$ cat src/rtl/bus_bridge_pkg.sv
// Shared definitions for both ends of the UART bus bridge: frame layout,
// controller state encoding and transaction mode values.
package bus_bridge_pkg;

    localparam int ADDR_LSB = 0;

    localparam logic MODE_WRITE = 1'b1;
    localparam logic MODE_READ  = 1'b0;

    typedef enum logic [1:0] {
        ST_IDLE  = 2'd0,
        ST_ISSUE = 2'd1,
        ST_WAIT  = 2'd2,
        ST_RESP  = 2'd3
    } state_t;

    // The frame is {mode, wdata, addr}, so the upper offsets follow from the widths.
    function automatic int wdata_lsb(input int addr_width);
        return addr_width;
    endfunction

    function automatic int mode_bit(input int addr_width, input int data_width);
        return addr_width + data_width;
    endfunction

endpackage

$ cat src/rtl/bus_bridge_master_ctrl_if.sv
// UART-side and master-port-side signals of the remote bridge controller.
// master = the controller, slave = the UART / master port surroundings.
interface bus_bridge_master_ctrl_if #(
    parameter int DATA_WIDTH = 8,
    parameter int ADDR_WIDTH = 12
);
    localparam int FRAME_WIDTH = DATA_WIDTH + ADDR_WIDTH + 1;

    logic                   u_rx_ready;
    logic [FRAME_WIDTH-1:0] u_rx_data;
    logic                   u_tx_busy;
    logic                   u_tx_en;
    logic [DATA_WIDTH-1:0]  u_tx_data;
    logic                   mp_valid;
    logic                   mp_ready;
    logic                   mp_mode;
    logic [ADDR_WIDTH-1:0]  mp_addr;
    logic [DATA_WIDTH-1:0]  mp_wdata;
    logic                   mp_done;
    logic [DATA_WIDTH-1:0]  mp_rdata;
    logic [7:0]             drop_cnt;

    modport master (
        input  u_rx_ready, u_rx_data, u_tx_busy, mp_ready, mp_done, mp_rdata,
        output u_tx_en, u_tx_data, mp_valid, mp_mode, mp_addr, mp_wdata, drop_cnt
    );

    modport slave (
        output u_rx_ready, u_rx_data, u_tx_busy, mp_ready, mp_done, mp_rdata,
        input  u_tx_en, u_tx_data, mp_valid, mp_mode, mp_addr, mp_wdata, drop_cnt
    );

endinterface

$ cat src/rtl/bb_cmd_hold.sv
// One-deep command frame buffer with a saturating count of frames lost to overflow.
// A push in the same cycle as a pop is accepted.
module bb_cmd_hold #(
    parameter int FRAME_WIDTH = 21
) (
    input  logic                   clk,
    input  logic                   rst,
    input  logic                   i_push,
    input  logic [FRAME_WIDTH-1:0] i_frame,
    input  logic                   i_pop,
    output logic                   o_full,
    output logic [FRAME_WIDTH-1:0] o_frame,
    output logic [7:0]             o_drop_cnt
);

    logic                   r_full;
    logic [FRAME_WIDTH-1:0] r_frame;
    logic [7:0]             r_drop_cnt;
    logic                   w_drop;

    assign w_drop = i_push && r_full && !i_pop;

    always_ff @(posedge clk or posedge rst) begin
        if (rst) begin
            r_full     <= 1'b0;
            r_frame    <= '0;
            r_drop_cnt <= 8'd0;
        end else begin
            if (i_push && !w_drop) begin
                r_frame <= i_frame;
            end
            if (i_push) begin
                r_full <= 1'b1;
            end else if (i_pop) begin
                r_full <= 1'b0;
            end
            if (w_drop && (r_drop_cnt != 8'hFF)) begin
                r_drop_cnt <= r_drop_cnt + 8'd1;
            end
        end
    end

    assign o_full     = r_full;
    assign o_frame    = r_frame;
    assign o_drop_cnt = r_drop_cnt;

endmodule

$ cat src/rtl/bus_bridge_master_ctrl.sv
// Remote end of the UART bus bridge: turns received frames into master-port
// transactions and returns read data over UART TX. BB_RD_TIMEOUT_EN adds a transaction timeout.
//
//   state    | meaning
//   ST_IDLE  | no transaction; pops the hold buffer when it is full
//   ST_ISSUE | mp_valid held with stable fields until mp_ready
//   ST_WAIT  | request accepted, waiting for mp_done
//   ST_RESP  | read data latched, waiting for UART TX to be free
module bus_bridge_master_ctrl
    import bus_bridge_pkg::*;
#(
    parameter int DATA_WIDTH     = 8,
    parameter int ADDR_WIDTH     = 12,
    parameter int TIMEOUT_CYCLES = 1024
) (
    input  logic                     clk,
    input  logic                     rst,
    bus_bridge_master_ctrl_if.master bus
);

    localparam int FRAME_WIDTH = DATA_WIDTH + ADDR_WIDTH + 1;
    localparam int WDATA_LSB   = wdata_lsb(ADDR_WIDTH);
    localparam int MODE_BIT    = mode_bit(ADDR_WIDTH, DATA_WIDTH);

    state_t                  r_state;
    logic                    r_mp_valid;
    logic                    r_mp_mode;
    logic [ADDR_WIDTH-1:0]   r_mp_addr;
    logic [DATA_WIDTH-1:0]   r_mp_wdata;
    logic                    r_tx_en;
    logic [DATA_WIDTH-1:0]   r_tx_data;

    logic                    w_full;
    logic                    w_pop;
    logic [FRAME_WIDTH-1:0]  w_frame;
    logic [7:0]              w_drop_cnt;
    logic                    w_accept;
    logic                    w_finish;
    logic                    w_expire;

    bb_cmd_hold #(
        .FRAME_WIDTH (FRAME_WIDTH)
    ) u_hold (
        .clk        (clk),
        .rst        (rst),
        .i_push     (bus.u_rx_ready),
        .i_frame    (bus.u_rx_data),
        .i_pop      (w_pop),
        .o_full     (w_full),
        .o_frame    (w_frame),
        .o_drop_cnt (w_drop_cnt)
    );

    assign w_pop    = (r_state == ST_IDLE) && w_full;
    assign w_accept = (r_state == ST_ISSUE) && bus.mp_ready;
    // A ready coinciding with done is taken as acceptance followed by completion.
    assign w_finish = ((r_state == ST_WAIT) || w_accept) && bus.mp_done;

`ifdef BB_RD_TIMEOUT_EN
    localparam int                TMO_W    = $clog2(TIMEOUT_CYCLES + 1);
    localparam logic [TMO_W-1:0]  TMO_LOAD = TMO_W'(TIMEOUT_CYCLES - 1);

    logic [TMO_W-1:0] r_tmo_cnt;
    logic             w_in_txn;

    assign w_in_txn = (r_state == ST_ISSUE) || (r_state == ST_WAIT);

    always_ff @(posedge clk or posedge rst) begin
        if (rst) begin
            r_tmo_cnt <= TMO_LOAD;
        end else if (!w_in_txn || w_accept) begin
            r_tmo_cnt <= TMO_LOAD;
        end else if (r_tmo_cnt != '0) begin
            r_tmo_cnt <= r_tmo_cnt - TMO_W'(1);
        end
    end

    assign w_expire = w_in_txn && (r_tmo_cnt == '0) && !w_accept && !w_finish;
`else
    logic w_unused_tmo;
    assign w_unused_tmo = (TIMEOUT_CYCLES > 0);
    assign w_expire     = 1'b0;
`endif

    always_ff @(posedge clk or posedge rst) begin
        if (rst) begin
            r_state    <= ST_IDLE;
            r_mp_valid <= 1'b0;
            r_mp_mode  <= 1'b0;
            r_mp_addr  <= '0;
            r_mp_wdata <= '0;
            r_tx_en    <= 1'b0;
            r_tx_data  <= '0;
        end else begin
            r_tx_en <= 1'b0;
            case (r_state)
                ST_IDLE: begin
                    if (w_full) begin
                        r_mp_mode  <= w_frame[MODE_BIT];
                        r_mp_addr  <= w_frame[ADDR_LSB +: ADDR_WIDTH];
                        r_mp_wdata <= w_frame[WDATA_LSB +: DATA_WIDTH];
                        r_mp_valid <= 1'b1;
                        r_state    <= ST_ISSUE;
                    end
                end
                ST_ISSUE, ST_WAIT: begin
                    if (w_finish || w_expire) begin
                        r_mp_valid <= 1'b0;
                        if (r_mp_mode == MODE_READ) begin
                            r_tx_data <= w_finish ? bus.mp_rdata : '1;
                            r_state   <= ST_RESP;
                        end else begin
                            r_state <= ST_IDLE;
                        end
                    end else if (w_accept) begin
                        r_mp_valid <= 1'b0;
                        r_state    <= ST_WAIT;
                    end
                end
                ST_RESP: begin
                    if (!bus.u_tx_busy) begin
                        r_tx_en <= 1'b1;
                        r_state <= ST_IDLE;
                    end
                end
                default: r_state <= ST_IDLE;
            endcase
        end
    end

    assign bus.mp_valid  = r_mp_valid;
    assign bus.mp_mode   = r_mp_mode;
    assign bus.mp_addr   = r_mp_addr;
    assign bus.mp_wdata  = r_mp_wdata;
    assign bus.u_tx_en   = r_tx_en;
    assign bus.u_tx_data = r_tx_data;
    assign bus.drop_cnt  = w_drop_cnt;

endmodule

$ cat src/flat_wrapper.sv
// flat-port wrapper written by rule: the top's interface ports become plain ports
module bus_bridge_master_ctrl_flat import bus_bridge_pkg::*;
#(
    parameter int DATA_WIDTH     = 8,
    parameter int ADDR_WIDTH     = 12,
    parameter int TIMEOUT_CYCLES = 1024
)
  (clk, rst, bus_u_rx_ready, bus_u_rx_data, bus_u_tx_busy, bus_mp_ready, bus_mp_done, bus_mp_rdata, bus_u_tx_en, bus_u_tx_data, bus_mp_valid, bus_mp_mode, bus_mp_addr, bus_mp_wdata, bus_drop_cnt);
  bus_bridge_master_ctrl_if #(.DATA_WIDTH(DATA_WIDTH), .ADDR_WIDTH(ADDR_WIDTH)) bus_i ();
  input  logic clk;
  input  logic rst;
  input wire logic [$bits(bus_i.u_rx_ready)-1:0] bus_u_rx_ready;
  input wire logic [$bits(bus_i.u_rx_data)-1:0] bus_u_rx_data;
  input wire logic [$bits(bus_i.u_tx_busy)-1:0] bus_u_tx_busy;
  input wire logic [$bits(bus_i.mp_ready)-1:0] bus_mp_ready;
  input wire logic [$bits(bus_i.mp_done)-1:0] bus_mp_done;
  input wire logic [$bits(bus_i.mp_rdata)-1:0] bus_mp_rdata;
  output wire logic [$bits(bus_i.u_tx_en)-1:0] bus_u_tx_en;
  output wire logic [$bits(bus_i.u_tx_data)-1:0] bus_u_tx_data;
  output wire logic [$bits(bus_i.mp_valid)-1:0] bus_mp_valid;
  output wire logic [$bits(bus_i.mp_mode)-1:0] bus_mp_mode;
  output wire logic [$bits(bus_i.mp_addr)-1:0] bus_mp_addr;
  output wire logic [$bits(bus_i.mp_wdata)-1:0] bus_mp_wdata;
  output wire logic [$bits(bus_i.drop_cnt)-1:0] bus_drop_cnt;
  assign bus_i.u_rx_ready = bus_u_rx_ready;
  assign bus_i.u_rx_data = bus_u_rx_data;
  assign bus_i.u_tx_busy = bus_u_tx_busy;
  assign bus_i.mp_ready = bus_mp_ready;
  assign bus_i.mp_done = bus_mp_done;
  assign bus_i.mp_rdata = bus_mp_rdata;
  assign bus_u_tx_en = bus_i.u_tx_en;
  assign bus_u_tx_data = bus_i.u_tx_data;
  assign bus_mp_valid = bus_i.mp_valid;
  assign bus_mp_mode = bus_i.mp_mode;
  assign bus_mp_addr = bus_i.mp_addr;
  assign bus_mp_wdata = bus_i.mp_wdata;
  assign bus_drop_cnt = bus_i.drop_cnt;
  bus_bridge_master_ctrl #(.DATA_WIDTH(DATA_WIDTH), .ADDR_WIDTH(ADDR_WIDTH), .TIMEOUT_CYCLES(TIMEOUT_CYCLES)) u_core (.clk(clk), .rst(rst), .bus(bus_i));
endmodule
$ cat config.mk
export PLATFORM = sky130hd
export DESIGN_NAME = bus_bridge_master_ctrl_flat
export DESIGN_NICKNAME = d
export VERILOG_FILES = /design/src/rtl/bus_bridge_pkg.sv /design/src/rtl/bus_bridge_master_ctrl_if.sv /design/src/rtl/bb_cmd_hold.sv /design/src/rtl/bus_bridge_master_ctrl.sv /design/src/flat_wrapper.sv
export SDC_FILE = /design/constraint.sdc
export NUM_CORES = 1
export LEC_CHECK = 0
export ABC_AREA = 1
export ABC_CLOCK_PERIOD_IN_PS = 4450
export CORE_MARGIN = 3
export CORE_UTILIZATION = 25
export DETAILED_ROUTE_END_ITERATION = 10
export GPL_TIMING_DRIVEN = 0
export PLACE_DENSITY = 0.5
export SYNTH_ARGS = -nofsm -noshare
export SYNTH_HDL_FRONTEND = slang
export SYNTH_SLANG_ARGS = --single-unit
$ cat constraint.sdc
create_clock -name clk -period 4.45 [get_ports clk]
set_input_delay 0.89 -clock clk [delete_from_list [all_inputs] [get_ports clk]]
set_output_delay 0.89 -clock clk [all_outputs]
set_load 0.02 [all_outputs]
==> results.cfg <==
[worst_setup_path]
crit_cells = 1
cpLargestDelayFamily = buffers and inverters
cp.required_ps = 3560
worstPathCellList = clkdlybuf4s50_1
number_of_cells_on_the_worst_reg_to_reg_path = 5
max_stage_delay_ps = 650
path_type_of_the_worst_setup_path = reg -> out
critical-path-slowest-cell = sky130_fd_sc_hd__clkdlybuf4s50_1
critical_path_peak_fanout = 6
critical_path.startpoint_type = flop
cp.arrival_ps = 1430
worst_setup_path_end_kind = primary output
cp_num_buf_inv = 1

[finish]
most_frequent_cells_in_the_layout = sky130_fd_sc_hd__nand2_1, sky130_fd_sc_hd__clkdlybuf4s50_1, sky130_fd_sc_hd__dfrtp_1, sky130_fd_sc_hd__inv_1, sky130_fd_sc_hd__nor2_1
layout_commonest_cell = sky130_fd_sc_hd__nand2_1
post_route_cells_drive_above_1_share = 0.1650
final_nets = 429
antenna_cells_inserted = 0
syn_to_final_growth_pct = 42.74

[global_routing]
grt_start_max_net_pins = 64
grt_util_all_layers = 0.1123
global_route_wire_length_before_repair_um = 11290
grt_pass1_vias = 2270
grt_antenna_before_repair = 0
overflow = 0

[logic_synthesis]
syn_area_um2 = 2851
yosys_register_bits = 63
netlist.top_cell.by_area = sky130_fd_sc_hd__dfrtp_1
syn_area_per_cell_um2 = 9.349
synth.net_count = 345
synth_largest_type_area_fraction = 0.5529
yosys.cell_types.count = 26
syn-instance-count = 305
ys_warn_count = 0
synth.top_cells.by_area = sky130_fd_sc_hd__dfrtp_1, sky130_fd_sc_hd__nand2_1, sky130_fd_sc_hd__a21oi_2
synth_sequential_area_ratio = 0.5529

[cts]
post-cts-setup-buffer-count = 0
worst_skew_late_latency_ps = 330
ctsHtreeMaxLevel = 3
cts-root-buf = sky130_fd_sc_hd__clkbuf_16
clock_tree_from_tritoncts = yes
cts.path.max_buffers = 2
clk_pin_slew_worst_paths_ps = 50
cts_hold_buffers = 0
tritoncts_num_sinks = 63
resized_after_cts = 0
cts_made_buffers = 9

[route]
route.antenna.remaining_nets = 0
top_layer = met4
route.vias.total = 2206
wirelength_um = 6599
drt_pass1_iterations = 4
detail_route.iter0.violations = 60
routed_length_per_instance_um = 12.36
drt-met1-wl_um = 3061
met3WireLength_um = 374
routed-wl-met2_um = 3060
viasPerCell = 4.131
drc = 0

[min_path]
hold_class = reg -> reg
timing.hold.worst_path_depth = 2

[die]
die_height_um = 112.8
core-area_um2 = 10980
num_rows = 38
initial_core_util = 0.2596
chipWidth_um = 112.8
io-pin-count = 74
die_area_um2 = 12720

[timing]
totalNegativeSetupSlack_ps = 0
fin_crit_sh = 0.5205
final_hold_viol_count = 0
finalWorstSetupSlack_ps = 2134
final.min_clock_period_ps = 2316
timing.fmax_mhz = 431.7
timing.clock.skew_ps = 7.347
worst-slew-pin-transition_ps = 806.3
report.final.setup_viol = 0
slew-limit-headroom = 0.4625
rsz0062_at_grt = false
final_max_slew_viol_count = 0

[power_and_ir_drop]
design_power_total_mw = 2.992
ir_worst_vdd_uv = 301.6
power_density_over_the_cells_nw_per_um2 = 735.2
power.static_leakage_nw = 1.925

[placement]
sum_of_net_half_perimeters_after_detailed_placement_um = 4486
detailedPlace.worstSlack_ps = 2257
finalWeightedCongestion = 0.7453
port-buffer-count = 73

[outcome]
status = complete, no violations

[job]
max_cap_viols = 0
==> final cells by class <==
class / instances / area, µm²
buffer: 9 / 75.07
clock buffer: 13 / 270.3
clock inverter: 3 / 40.04
fill: 1144 / 6913
inverter: 45 / 176.4
multi-input combinational: 188 / 1026
sequential: 63 / 1577
tap: 140 / 175.2
timing repair buffer: 73 / 730.7
==> report_power, final <==
part / total, mW / switching (mW) / internal [mW] / leakage (nW)
Clock: 0.719 / 0.242 / 0.477 / 0.156
Combinational: 1.30 / 0.736 / 0.559 / 1.02
Sequential: 0.978 / 0.141 / 0.837 / 0.751
==> per-stage QoR <==
| stage | instance area, µm² | std cells | util | hold WS, ps |
|---|---|---|---|---|
| finish | 4070 | 534 | 0.3706 | 467.9 |
| global route | 4070 | 534 | 0.3706 | 502.7 |
| CTS | 4070 | 534 | 0.3706 | 473.3 |
| detailed placement | 3760 | 518 | 0.3423 | 462.1 |
| global placement | 3757 | 518 | 0.3421 | 453.4 |
| floorplan | 2851 | 305 | - | 438.0 |
==> cell families after synthesis <==
kind of cell               Yosys count  synth area share
AOI/OAI and AO/OA                   53            0.1299
xor gates and xnor gates             3          0.009216
adders and majority gates            5           0.02194
buffers and inverters               54           0.08731
DFF                                 63            0.5529
muxes                                1          0.003949
and+or+nand+nor                    126            0.1948
==> registers in the layout, indices dropped and copies added (netlist names) <==
register,cells
u_core.bus.mp_valid,1
u_core.bus.u_tx_data,8
u_core.bus.u_tx_en,1
u_core.bus.mp_addr,12
u_core.u_hold.o_full,1
u_core.bus.mp_wdata,8
u_core.u_hold.o_frame,21
u_core.r_state,2
u_core.u_hold.o_drop_cnt,8
u_core.bus.mp_mode,1
==> synthesized netlist by cell type (all sizes together) <==
master	n
clkbuf	1
ha	5
nand3	7
nand4	1
o21ai	30
xor2	1
mux2	1
a21oi	23
dfrtp	63
nor2	30
xnor2	2
nand2	88
inv	45
buf	8
==> routing by layer <==
layer | track usage | up-vias
li1 | - | 1107
met1 | 0.1418 | 1046
met3 | 0.03743 | 9
met2 | 0.1761 | 44
met5 | 0 | -
met4 | 0.04728 | 0
==> path summary, 6_finish.rpt <==
kind                                                         end  slack, ps                               startpoint
max reg2reg                    u_core.bus.mp_addr[0]$_DFFE_PP0P_       2820            u_core.r_state[0]$_DFFE_PP0P_
max                                              bus_drop_cnt[2]       2130  u_core.u_hold.o_drop_cnt[2]$_DFFE_PP0P_
min reg2reg                u_core.u_hold.o_frame[11]$_DFFE_PP0P_        470    u_core.u_hold.o_frame[11]$_DFFE_PP0P_
min in group asynchronous    u_core.bus.u_tx_data[1]$_DFFE_PP0P_       1080                                      rst
max in group asynchronous      u_core.bus.mp_addr[9]$_DFFE_PP0P_       2840                                      rst
min                        u_core.u_hold.o_frame[11]$_DFFE_PP0P_        470    u_core.u_hold.o_frame[11]$_DFFE_PP0P_
No activity file was read; power rests on OpenSTA's default activity.
